`src/rtl/signed_divider_n.sv`:
```
// signed_divider_n: iterative restoring divider, one quotient bit per cycle, signed or unsigned.
// Optional build macro DIV_ZERO_DETECT_EN adds divide-by-zero detection. Rev 1.0
`default_nettype none

module signed_divider_n #(
    parameter int WIDTH  = 16,
    parameter bit SIGNED = 1'b1
) (
    input  logic             clk,
    input  logic             rst,
    input  logic             i_start,
    input  logic [WIDTH-1:0] i_dividend,
    input  logic [WIDTH-1:0] i_divisor,
    output logic             o_ready,
    output logic             o_done,
    output logic [WIDTH-1:0] o_quotient,
    output logic [WIDTH-1:0] o_remainder,
    output logic             o_ovf,
    output logic             o_dbz
);

    localparam int             CW     = $clog2(WIDTH);
    localparam logic [CW-1:0]  C_LAST = CW'(WIDTH - 1);
    localparam logic [WIDTH-1:0] C_ONE = WIDTH'(1);
    localparam logic [WIDTH-1:0] C_MIN = {1'b1, {(WIDTH-1){1'b0}}};

    typedef enum logic [1:0] {
        S_IDLE = 2'd0,
        S_CALC = 2'd1,
        S_FIX  = 2'd2,
        S_DONE = 2'd3
    } state_t;

    state_t           r_state, w_state_nxt;
    logic [CW-1:0]    r_cnt;
    logic [WIDTH-1:0] r_rem, r_quo, r_dvs;
    logic             r_neg_d, r_neg_q, r_ovf_pend, r_dbz_pend;
    logic [WIDTH-1:0] r_q_out, r_r_out;
    logic             r_ovf, r_dbz;

    logic             w_accept, w_zero, w_sd, w_sv, w_ovf, w_ge;
    logic [WIDTH-1:0] w_mag_d, w_mag_v, w_diff, w_q_mag, w_r_mag, w_q_fin, w_r_fin;
    logic [WIDTH:0]   w_shift;

`ifdef DIV_ZERO_DETECT_EN
    assign w_zero = (i_divisor == '0);
`else
    assign w_zero = 1'b0;
`endif

    assign o_ready     = (r_state == S_IDLE) || (r_state == S_DONE);
    assign o_done      = (r_state == S_DONE);
    assign o_quotient  = r_q_out;
    assign o_remainder = r_r_out;
    assign o_ovf       = r_ovf;
    assign o_dbz       = r_dbz;
    assign w_accept    = i_start && o_ready;

    // Negating the most negative value wraps to 2^(WIDTH-1), which is the correct unsigned magnitude.
    assign w_sd    = SIGNED && i_dividend[WIDTH-1];
    assign w_sv    = SIGNED && i_divisor[WIDTH-1];
    assign w_mag_d = w_sd ? (~i_dividend + C_ONE) : i_dividend;
    assign w_mag_v = w_sv ? (~i_divisor + C_ONE) : i_divisor;
    assign w_ovf   = SIGNED && (i_dividend == C_MIN) && (i_divisor == '1);

    // r_quo starts as the dividend and is replaced by quotient bits from the LSB end.
    assign w_shift = {r_rem, r_quo[WIDTH-1]};
    assign w_ge    = (w_shift >= {1'b0, r_dvs});
    assign w_diff  = w_shift[WIDTH-1:0] - r_dvs;

    // On divide-by-zero the dividend magnitude is still parked in r_quo.
    assign w_q_mag = r_dbz_pend ? '1 : r_quo;
    assign w_r_mag = r_dbz_pend ? r_quo : r_rem;
    assign w_q_fin = (r_neg_q && !r_dbz_pend) ? (~w_q_mag + C_ONE) : w_q_mag;
    assign w_r_fin = r_neg_d ? (~w_r_mag + C_ONE) : w_r_mag;

    always_ff @(posedge clk) begin
        if (rst) begin
            r_state <= S_IDLE;
        end else begin
            r_state <= w_state_nxt;
        end
    end

    always_comb begin
        w_state_nxt = r_state;
        case (r_state)
            S_IDLE: if (i_start) w_state_nxt = w_zero ? S_FIX : S_CALC;
            S_CALC: if (r_cnt == C_LAST) w_state_nxt = S_FIX;
            S_FIX:  w_state_nxt = S_DONE;
            S_DONE: begin
                if (i_start) w_state_nxt = w_zero ? S_FIX : S_CALC;
                else         w_state_nxt = S_IDLE;
            end
            default: w_state_nxt = S_IDLE;
        endcase
    end

    always_ff @(posedge clk) begin
        if (rst) begin
            r_cnt      <= '0;
            r_rem      <= '0;
            r_quo      <= '0;
            r_dvs      <= '0;
            r_neg_d    <= 1'b0;
            r_neg_q    <= 1'b0;
            r_ovf_pend <= 1'b0;
            r_dbz_pend <= 1'b0;
            r_q_out    <= '0;
            r_r_out    <= '0;
            r_ovf      <= 1'b0;
            r_dbz      <= 1'b0;
        end else if (w_accept) begin
            r_cnt      <= '0;
            r_rem      <= '0;
            r_quo      <= w_mag_d;
            r_dvs      <= w_mag_v;
            r_neg_d    <= w_sd;
            r_neg_q    <= w_sd ^ w_sv;
            r_ovf_pend <= w_ovf;
            r_dbz_pend <= w_zero;
        end else if (r_state == S_CALC) begin
            r_cnt <= r_cnt + 1'b1;
            r_quo <= {r_quo[WIDTH-2:0], w_ge};
            r_rem <= w_ge ? w_diff : w_shift[WIDTH-1:0];
        end else if (r_state == S_FIX) begin
            r_q_out <= w_q_fin;
            r_r_out <= w_r_fin;
            r_ovf   <= r_ovf_pend;
            r_dbz   <= r_dbz_pend;
        end
    end

endmodule

`default_nettype wire

```
`config.mk`:
```
export PLATFORM = sky130hd
export DESIGN_NAME = signed_divider_n
export DESIGN_NICKNAME = d
export VERILOG_FILES = /design/src/rtl/signed_divider_n.sv
export SDC_FILE = /design/constraint.sdc
export NUM_CORES = 1
export LEC_CHECK = 0
export ABC_CLOCK_PERIOD_IN_PS = 7400
export CAP_MARGIN = 20
export CORE_UTILIZATION = 48
export CTS_CLUSTER_DIAMETER = 200
export DETAILED_ROUTE_END_ITERATION = 10
export DONT_BUFFER_PORTS = 1
export HOLD_SLACK_MARGIN = 0.06
export SLEW_MARGIN = 20
export SYNTH_ARGS = -nofsm -noshare
export SYNTH_HDL_FRONTEND = slang
export SYNTH_SLANG_ARGS = --single-unit
```
`constraint.sdc`:
```
create_clock -name clk -period 7.4 [get_ports clk]
set_input_delay 1.11 -clock clk [delete_from_list [all_inputs] [get_ports clk]]
set_output_delay 1.11 -clock clk [all_outputs]
set_load 0.05 [all_outputs]
```
Word level (Yosys, flattened, before mapping)
Index checks and enable logic that the tools add are counted. Widths: inputs -> output; s select.

Bits in registers: 90. Bits in latches: 0. Memory bits (writable): 0. Bits in read-only memories: 0. Input port bits: 35. Memories kept: 0.

Add/subtract/negate cells: 6. Multipliers: 0. Div/mod/pow operators: 0. Magnitude comparators: 1. Equality and inequality tests: 8. Shift-type cells: 0. Mux-type cells: 11. Bitwise logic cells: 7. Reductions and logical operators: 8.

Operator list (count): $mux 16 (7); $add 16x1->16 const B (4); $not 16->16 (4); $eq 16x16->1 const B (2); $ge 17x16->1 (1); $sub 16x16->16 (1); $pmux 2 s4 (1); $add 4x1->4 const B (1); $eq 2x2->1 const B (2); $eq 4x4->1 const B (1); $mux 2 (2); $ne 2x2->1 const B (2); $reduce_and 3->1 (1); $eq 2x1->1 const B (1); $logic_and 1x1->1 (2); $logic_not 2->1 (1); $not 1->1 (2); $reduce_and 2->1 (1); $reduce_bool 2->1 (1); $reduce_or 2->1 (1); $logic_or 1x1->1 (1); $mux 1 (1); $xor 1x1->1 (1).

Logic depth before layout (Yosys ltp)
Gate-level depths: netlist (run 1).

Word-level depth: 5. Mapped depth: 12. Gate-level depth less buffers: 11.

Worst setup path after synthesis (run 1)
OpenSTA, ideal clock, no wires.

Kind: input port to flip-flop. Start: input i_dividend[6]. End: register r_quo[13]. Library setup time: 0.126 ns. Arrival time: 2.917 ns. Path slack: 4.357 ns. Stages: 6. Buffers on the path: 0. Cells stage by stage: or4_4 or4_4 or4_4 o21ai_2 xor2_1 o22ai_1.

Cells in the longest elaborated chain, start to end: 4.

RTL lines: start, declared (line 12) `input logic [WIDTH-1:0] i_dividend,`; $not 16->16 (line 62) `assign w_mag_d = w_sd ? (~i_dividend + C_ONE) : i_dividend;`; $add 16x1->16 (line 62); $mux 16 (line 62); $mux 16 (line 113) `end else if (w_accept) begin`; end signal, assigned (line 116) `r_quo <= w_mag_d;`; end signal, assigned (line 124) `r_quo <= {r_quo[WIDTH-2:0], w_ge};`; end, declared (line 36) `logic [WIDTH-1:0] r_rem, r_quo, r_dvs;`.

No other way between the ends. A chain may end at the register's enable or synchronous reset.

Worst setup path in the final report (run 1)
Start: register r_rem[1]. End: register r_rem[0].

Cells in the longest elaborated chain, start to end: 2.

RTL lines: start, declared (line 36); start signal, assigned (line 125) `r_rem <= w_ge ? w_diff : w_shift[WIDTH-1:0];`; $ge 17x16->1 (line 68) `assign w_ge = (w_shift >= {1'b0, r_dvs});`; $mux 16 (line 125).

No other way between the ends.

==> results.md, run 1 <==
- Place WS: 4300 ps
- Post-CTS setup buffers: 0
- Dpl hpwl: 9240 µm
- Final Cycle Share: 40.3%
- Share of cells above drive strength 1: 4.48%
- Register area: 1800 µm²
- CP Class: reg2reg
- Area growth, synth to finish: 6.79%
- Fillers: 1,089
- Clk pwr share: 16.0%
- Final WL: 12,400 µm
- Max stage delay on crit path: 500 ps
- Die ar.: 11,800 µm²
- DRT iter0 DRCs: 180
- Reg2reg start: r_rem[1]
- CP startpoint: r_rem[1]
- Post-CTS Resized: 0
- ANT cells: 0
- CTS hold repair buffers: 0
- Tot GR Track Use: 22.3%
- I/O Buffers: 0
- Commonest non-fill, non-tap cell in the layout: nor2_1
- Synthesized area: 5440 µm²
- Combinational Power Share: 49.2%
- CTS root buffer: clkbuf_16
- Crit-path cells: ha_1 > nor2_1 > a211oi_1 > o311ai_0 > o311ai_0 > a21oi_2 > buf_4 > mux2i_1 > mux2i_1 > nor2_1
- Hold_ws: 459 ps
- First-pass detailed-route iteration total: 4
- Peak Freq: 0.335 GHz
- Critical Path RT: 7680 ps
- Int Power: 1.50 mW
- Io pins: 71
- Final setup viols: 0
- Maximum clock insertion buffer count: 2
- Number of global-route vias before repair: 4,206
- Vias/cell: 5.76
- Max Cap Viol: 0
- Slew Limit Fails: 0
- Top delay family on crit path: compound AO/OA/AOI/OAI gates
- Synthesized Nets: 730
- RD Place Congestion: 0.865
- Element type at the critical path end: flip-flop
- Register area share after synthesis: 33.1%
- Height of the die: 108 µm
- Net Sw Power: 1.41 mW
- Switch share: 48.6%
- Max VDD drop: 0.000215 V
- First-pass GRT wire length: 20,500 µm
- Top-area cell type share of the netlist area: 33.1%
- Most frequent cells in the layout: 95 x nor2_1, 90 x dfxtp_1, 61 x a211oi_1
- Largest net degree at the start of global routing: 68
- CTS buffer count: 9
- Antenna violations before repair: 0
- Slew @ Worst Pin: 1060 ps
- CTS tree: yes
- Unrepaired setup endpoints after global routing: false
- Combined buffer and inverter count along the critical path: 1
- Setup ws final: 4420 ps
- Chip Width: 108 µm
- Yosys warnings: 0
- Hold Vio Cnt, Final: 0
- Hold_sp: r_dvs[0]
- Multi-input gate area: 3410 µm²
- Pwr/cell area: 501 nW/µm²
- Worst path slowest cell: a21oi_2
- Critical-path maximum fanout: 17
- Avg Inst Size Synth: 8.15 µm²
- Starting Density: 49.7%
- Clock sink count: 90
- HP Class: reg2reg
- Core Area: 10,900 µm²
- Row cnt: 38
- Slew headroom: 29.6%
- Pwr Total: 2.91 mW
- Run status: completed
- # DRC: 0
- H-tree lvl count: 3
- Final setup TNS: 0 ps
- Clk_lat worst skew: 350 ps
- Clk_skew: 10.1 ps
- Clock period minus worst slack: 2980 ps
- Crit path DAT: 3260 ps
- DRT antenna net count: 0
- Synth area leader: dfxtp_1
- Reg power frac: 34.8%
- Avg WL per Cell: 15.8 µm
- Pleak: 2.16 nW
- Worst setup SP type: flip-flop
- GRT overflow: 0
- Reg clk slew, reported paths: 60 ps
- Area contributors post-synth: dfxtp_1 33%, a211oi_1 8.4%, xor2_1 7.4%
- Gate Count Post-Synth: 667
- Vias: 4,539
- Cell variety after synth: 47
- Fin nets: 707
- Post-synthesis sequential element count: 90
## final cells by class
class	count	share of cell area (%)
Sequential cell	90	31.0
Clock inverter	4	0.840
Tap cell	140	3.02
Multi-Input combinational cell	512	58.6
Clock buffer	11	4.35
Timing Repair Buffer	2	0.259
Inverter	29	1.87
## stage by stage
| step | std cells | utilization, % | area, µm² |
|---|---|---|---|
| floorplan | 667 | - | 5440 |
| CTS | 788 | 53.0 | 5800 |
| global placement | 773 | 50.3 | 5500 |
| finish | 788 | 53.1 | 5810 |
| global route | 788 | 53.1 | 5810 |
| detailed placement | 773 | 50.3 | 5500 |
## per-layer routing
layer	up-vias	routed length, µm	global-route usage [%]
li1	2349	-	-
met1	2084	6050	29.3
met2	94	5610	36.1
met3	12	635	5.12
met4	0	157	6.95
met5	-	0	0
## cells in the mapped netlist, drive strengths merged
cell / number
o22ai: 6
nand3b: 1
o22a: 1
a21o: 4
o41ai: 6
a221oi: 2
o311ai: 2
o21bai: 3
nor4b: 1
o31ai: 17
conb: 1
nand2b: 10
fa: 1
nor3: 8
and3: 1
xor2: 46
or3: 6
inv: 29
dfxtp: 90
or4: 8
a21oi: 40
buf: 12
nand4b: 1
xnor2: 23
clkbuf: 24
nand3: 7
o21ai: 32
ha: 27
mux2i: 28
nand2: 45
o211ai: 1
a211oi: 61
nor2b: 7
a21boi: 3
nor2: 95
o2111ai: 1
nand4: 4
nor4: 5
a31oi: 4
or2: 2
o211a: 1
mux2: 1
## flip-flops by register name, indices dropped and copies added, names as in the netlist, 2 cells and up
signal	count
r_rem	16
r_cnt	4
o_remainder	16
r_state	2
o_quotient	16
r_quo	16
r_dvs	16
## worst paths after layout
kind,end,slack [ps],cells past startpoint
worst max-delay path,r_rem[0],4420,10
worst min-delay path,r_dvs[0],460,2
worst max register to register,r_rem[0],4420,10
worst min register to register,r_dvs[0],460,2
## worst register-to-register path, delay by kind of cell, from the launching register on
family          cells  cell delay (ps)
compound gates      4             1270
flops               1              450
simple gates        2              240
fa+ha+maj           1              330
mux                 2              310
buf+inv             1              330
## cell families (layout without fill, tap and decap cells)
logic type	after synthesis	after routing	share of synthesized area, %
adder cells (fa/ha/maj)	28	28	6.58
AND/OR/NAND/NOR	201	201	16.8
flip-flops	90	90	33.1
XOR/XNOR	69	69	11.1
multiplexers	29	29	5.36
other	1	1	0.0689
buffers and inverters	65	46	4.58
AO/OA/AOI/OAI	184	184	22.3
## power by group through the flow
stage	clock, mW	combinational [mW]	sequential [mW]
global placement	0	1.41	1.02
floorplan	0	1.20	0.953
detailed placement	0	1.43	1.02
global route	0.496	1.61	1.04
CTS	0.478	1.44	1.01
finish	0.467	1.43	1.01
Power figures use the tool's default switching activity.
==> inputs of run 2 (changes only) <==
ABC_AREA = 1   (was default)
ABC_CLOCK_PERIOD_IN_PS = 2700   (was 7400)
PLACE_DENSITY = 0.65   (was default)
clock period = 2.7 ns   (was 7.4 ns; I/O delays follow)
==> run 2 against run 1 <==
Utilization increased by 0.78 points. Largest power group unchanged. Critical path type unchanged. Power increased to 3.4 times the previous value. Fmax increased by 41%.
==> results.md, run 2 <==
- Synthesized area: 6060 µm² (+11%)
- Synth area leader: dfxtp_1
- Element type at the critical path end: flip-flop
- Antenna violations before repair: 0 (unchanged)
- Final setup viols: 0 (unchanged)
- Maximum clock insertion buffer count: 2 (unchanged)
- Height of the die: 114 µm (+5.4%)
- Register area share after synthesis: 29.7% (-3.4 points)
- Most frequent cells in the layout: 237 x nand2_1, 121 x inv_1, 90 x dfxtp_1
- Share of cells above drive strength 1: 6.48% (+2.0 points)
- Hold Vio Cnt, Final: 0 (unchanged)
- Clock sink count: 90 (unchanged)
- R2R setup slack: 580 ps (-3830 ps)
- Area contributors post-synth: dfxtp_1 30%, nand2_1 15%, inv_1 7.5%
- Clk_skew: 5.73 ps (-4.41 ps)
- Peak Freq: 0.473 GHz (+41%)
- Max VDD drop: 0.000735 V (+240%)
- Final non-filler cell total: 1,109 (+41%)
- Post-route cell area: 6550 µm² (+13%)
- Dpl hpwl: 12,300 µm (+34%)
- Commonest non-fill, non-tap cell in the layout: nand2_1
- First-pass detailed-route iteration total: 5 (+1)
- DRT iter0 DRCs: 449 (+150%)
- Run status: completed
- Vias: 5,865 (+29%)
- Critical-path maximum fanout: 20 (+3)
- Pwr/cell area: 1530 nW/µm² (+210%)
- Io pins: 71 (unchanged)
- Number of global-route vias before repair: 5,309 (+26%)
- Final Cycle Share: 78.4% (+38 points)
- CTS root buffer: clkbuf_16
- Clock period minus worst slack: 2120 ps (-867 ps)
- CTS tree: yes
- Pleak: 2.98 nW (+38%)
- Largest net degree at the start of global routing: 38 (-44%)
- Final WL: 15,900 µm (+28%)
- Final setup TNS: 0 ps (unchanged)
- Post-Place Cells: 1,093 (+41%)
- Clk_lat worst skew: 350 ps (about the same)
- Number of synthesized flops with an enable pin: 0 (unchanged)
- Count leader, synth: nand2_1
- Top-area cell type share of the netlist area: 29.7% (-3.4 points)
- Starting Density: 49.8% (+0.088 points)
- First-pass GRT wire length: 26,200 µm (+28%)
- RD Place Congestion: 0.958 (+11%)
- DRT antenna net count: 0 (unchanged)
- Place WS: 594 ps (-3710 ps)
- Pwr Total: 10.0 mW (+240%)
- ANT cells: 0 (unchanged)
- Row cnt: 40 (+5.3%)
- Die ar.: 13,100 µm² (+11%)
- Post-synthesis sequential element count: 90 (unchanged)
- Tot GR Track Use: 25.7% (+3.4 points)
- Slew @ Worst Pin: 648 ps (-409 ps)
- Setup ws final: 584 ps (-3830 ps)
- Reg clk slew, reported paths: 60 ps (about the same)
- Core Area: 12,200 µm² (+11%)
- # DRC: 0 (unchanged)
- DP Area: 6210 µm² (+13%)
- Post-CTS setup buffers: 0 (unchanged)
- Top post-synthesis cells by count: 237 x nand2_1, 121 x inv_1, 90 x dfxtp_1
- FFs w/ async S/R, synth: 0% (unchanged)
- Cell variety after synth: 45 (-4.3%)
- GRT overflow: 0 (unchanged)
- H-tree lvl count: 3 (unchanged)
- Avg Inst Size Synth: 6.39 µm² (-22%)
- I/O Buffers: 0 (unchanged)
- Slew headroom: 56.8% (+27 points)
- Max Cap Viol: 0 (unchanged)
- Synthesized Nets: 1,011 (+38%)
- Synth Flop Type: dfxtp_1
- Yosys warnings: 0 (unchanged)
- Slew Limit Fails: 0 (unchanged)
- Unrepaired setup endpoints after global routing: false
- Chip Width: 114 µm (+5.4%)
- CTS buffer count: 9 (unchanged)
- Worst setup SP type: flip-flop
- HP Class: in2reg
- Gate Count Post-Synth: 948 (+42%)
- Area growth, synth to finish: 8.16%
- CP Class: reg2reg
- Vias/cell: 5.29 (-8.2%)
- CTS hold repair buffers: 0 (unchanged)
- Crit path DAT: 2350 ps (-910 ps)
- Critical Path RT: 2930 ps (-4750 ps)
- Avg WL per Cell: 14.4 µm (-9.0%)
- Post-CTS Resized: 0 (unchanged)
- Fin nets: 999 (+41%)
## run 2: layout make-up
class / count / area [µm²]
Inverter: 129 / 484
Clock buffer: 12 / 246
Fill cell: 1255 / 5610
Multi-Input combinational cell: 695 / 3620
Clock inverter: 4 / 98.8
Timing Repair Buffer: 11 / 95.1
Sequential cell: 90 / 1800
Tap cell: 168 / 210
## run 2: stage by stage
step | util (%) | hold WS [ps]
6_report | 53.9 | 129
3_3_place_gp | 51.0 | 448
4_1_cts | 53.9 | 114
5_1_grt | 53.9 | 114
3_5_place_dp | 51.0 | 448
2_1_floorplan | - | 430
## run 2: where the power goes
| group | switching, mW | internal, mW | leakage [nW] | total, mW |
|---|---|---|---|---|
| combinational | 3.89 | 1.94 | 2.08 | 5.83 |
| sequential | 0.998 | 1.76 | 0.737 | 2.76 |
| clock | 0.506 | 0.932 | 0.167 | 1.44 |
## run 2: cell families after synthesis
kind of cell | share of synthesized area, %
other | 0.0619
XOR/XNOR | 3.76
AO/OA/AOI/OAI | 17.1
flip-flops | 29.7
buffers and inverters | 10.6
adder cells (fa/ha/maj) | 5.91
AND/OR/NAND/NOR | 32.8
## run 2: metal layers
layer,routed length [µm],vias up,track usage (%)
li1,-,3076,-
met1,7750,2608,35.8
met2,6910,167,39.8
met3,1100,14,6.67
met4,178,0,5.80
met5,0,-,0
## run 2: critical path: stages, from the launching register on
cell and delay [ps]:
dfxtp_1 490, ha_1 340, nand2_1 140, inv_1 60
nand2_1 90, a21oi_2 80, nor2_4 260, nand2_4 220
nand3_1 120, nand2_1 50, nor2_1 90, nor2_1 40
## run 2: final timing paths
kind	from	to	cells after the start
worst max register to register	r_rem[11]	r_rem[2]	11
worst min-delay path	rst	r_state[0]	1
worst max-delay path	r_rem[11]	r_rem[2]	11
worst min register to register	r_ovf_pend	o_ovf	2
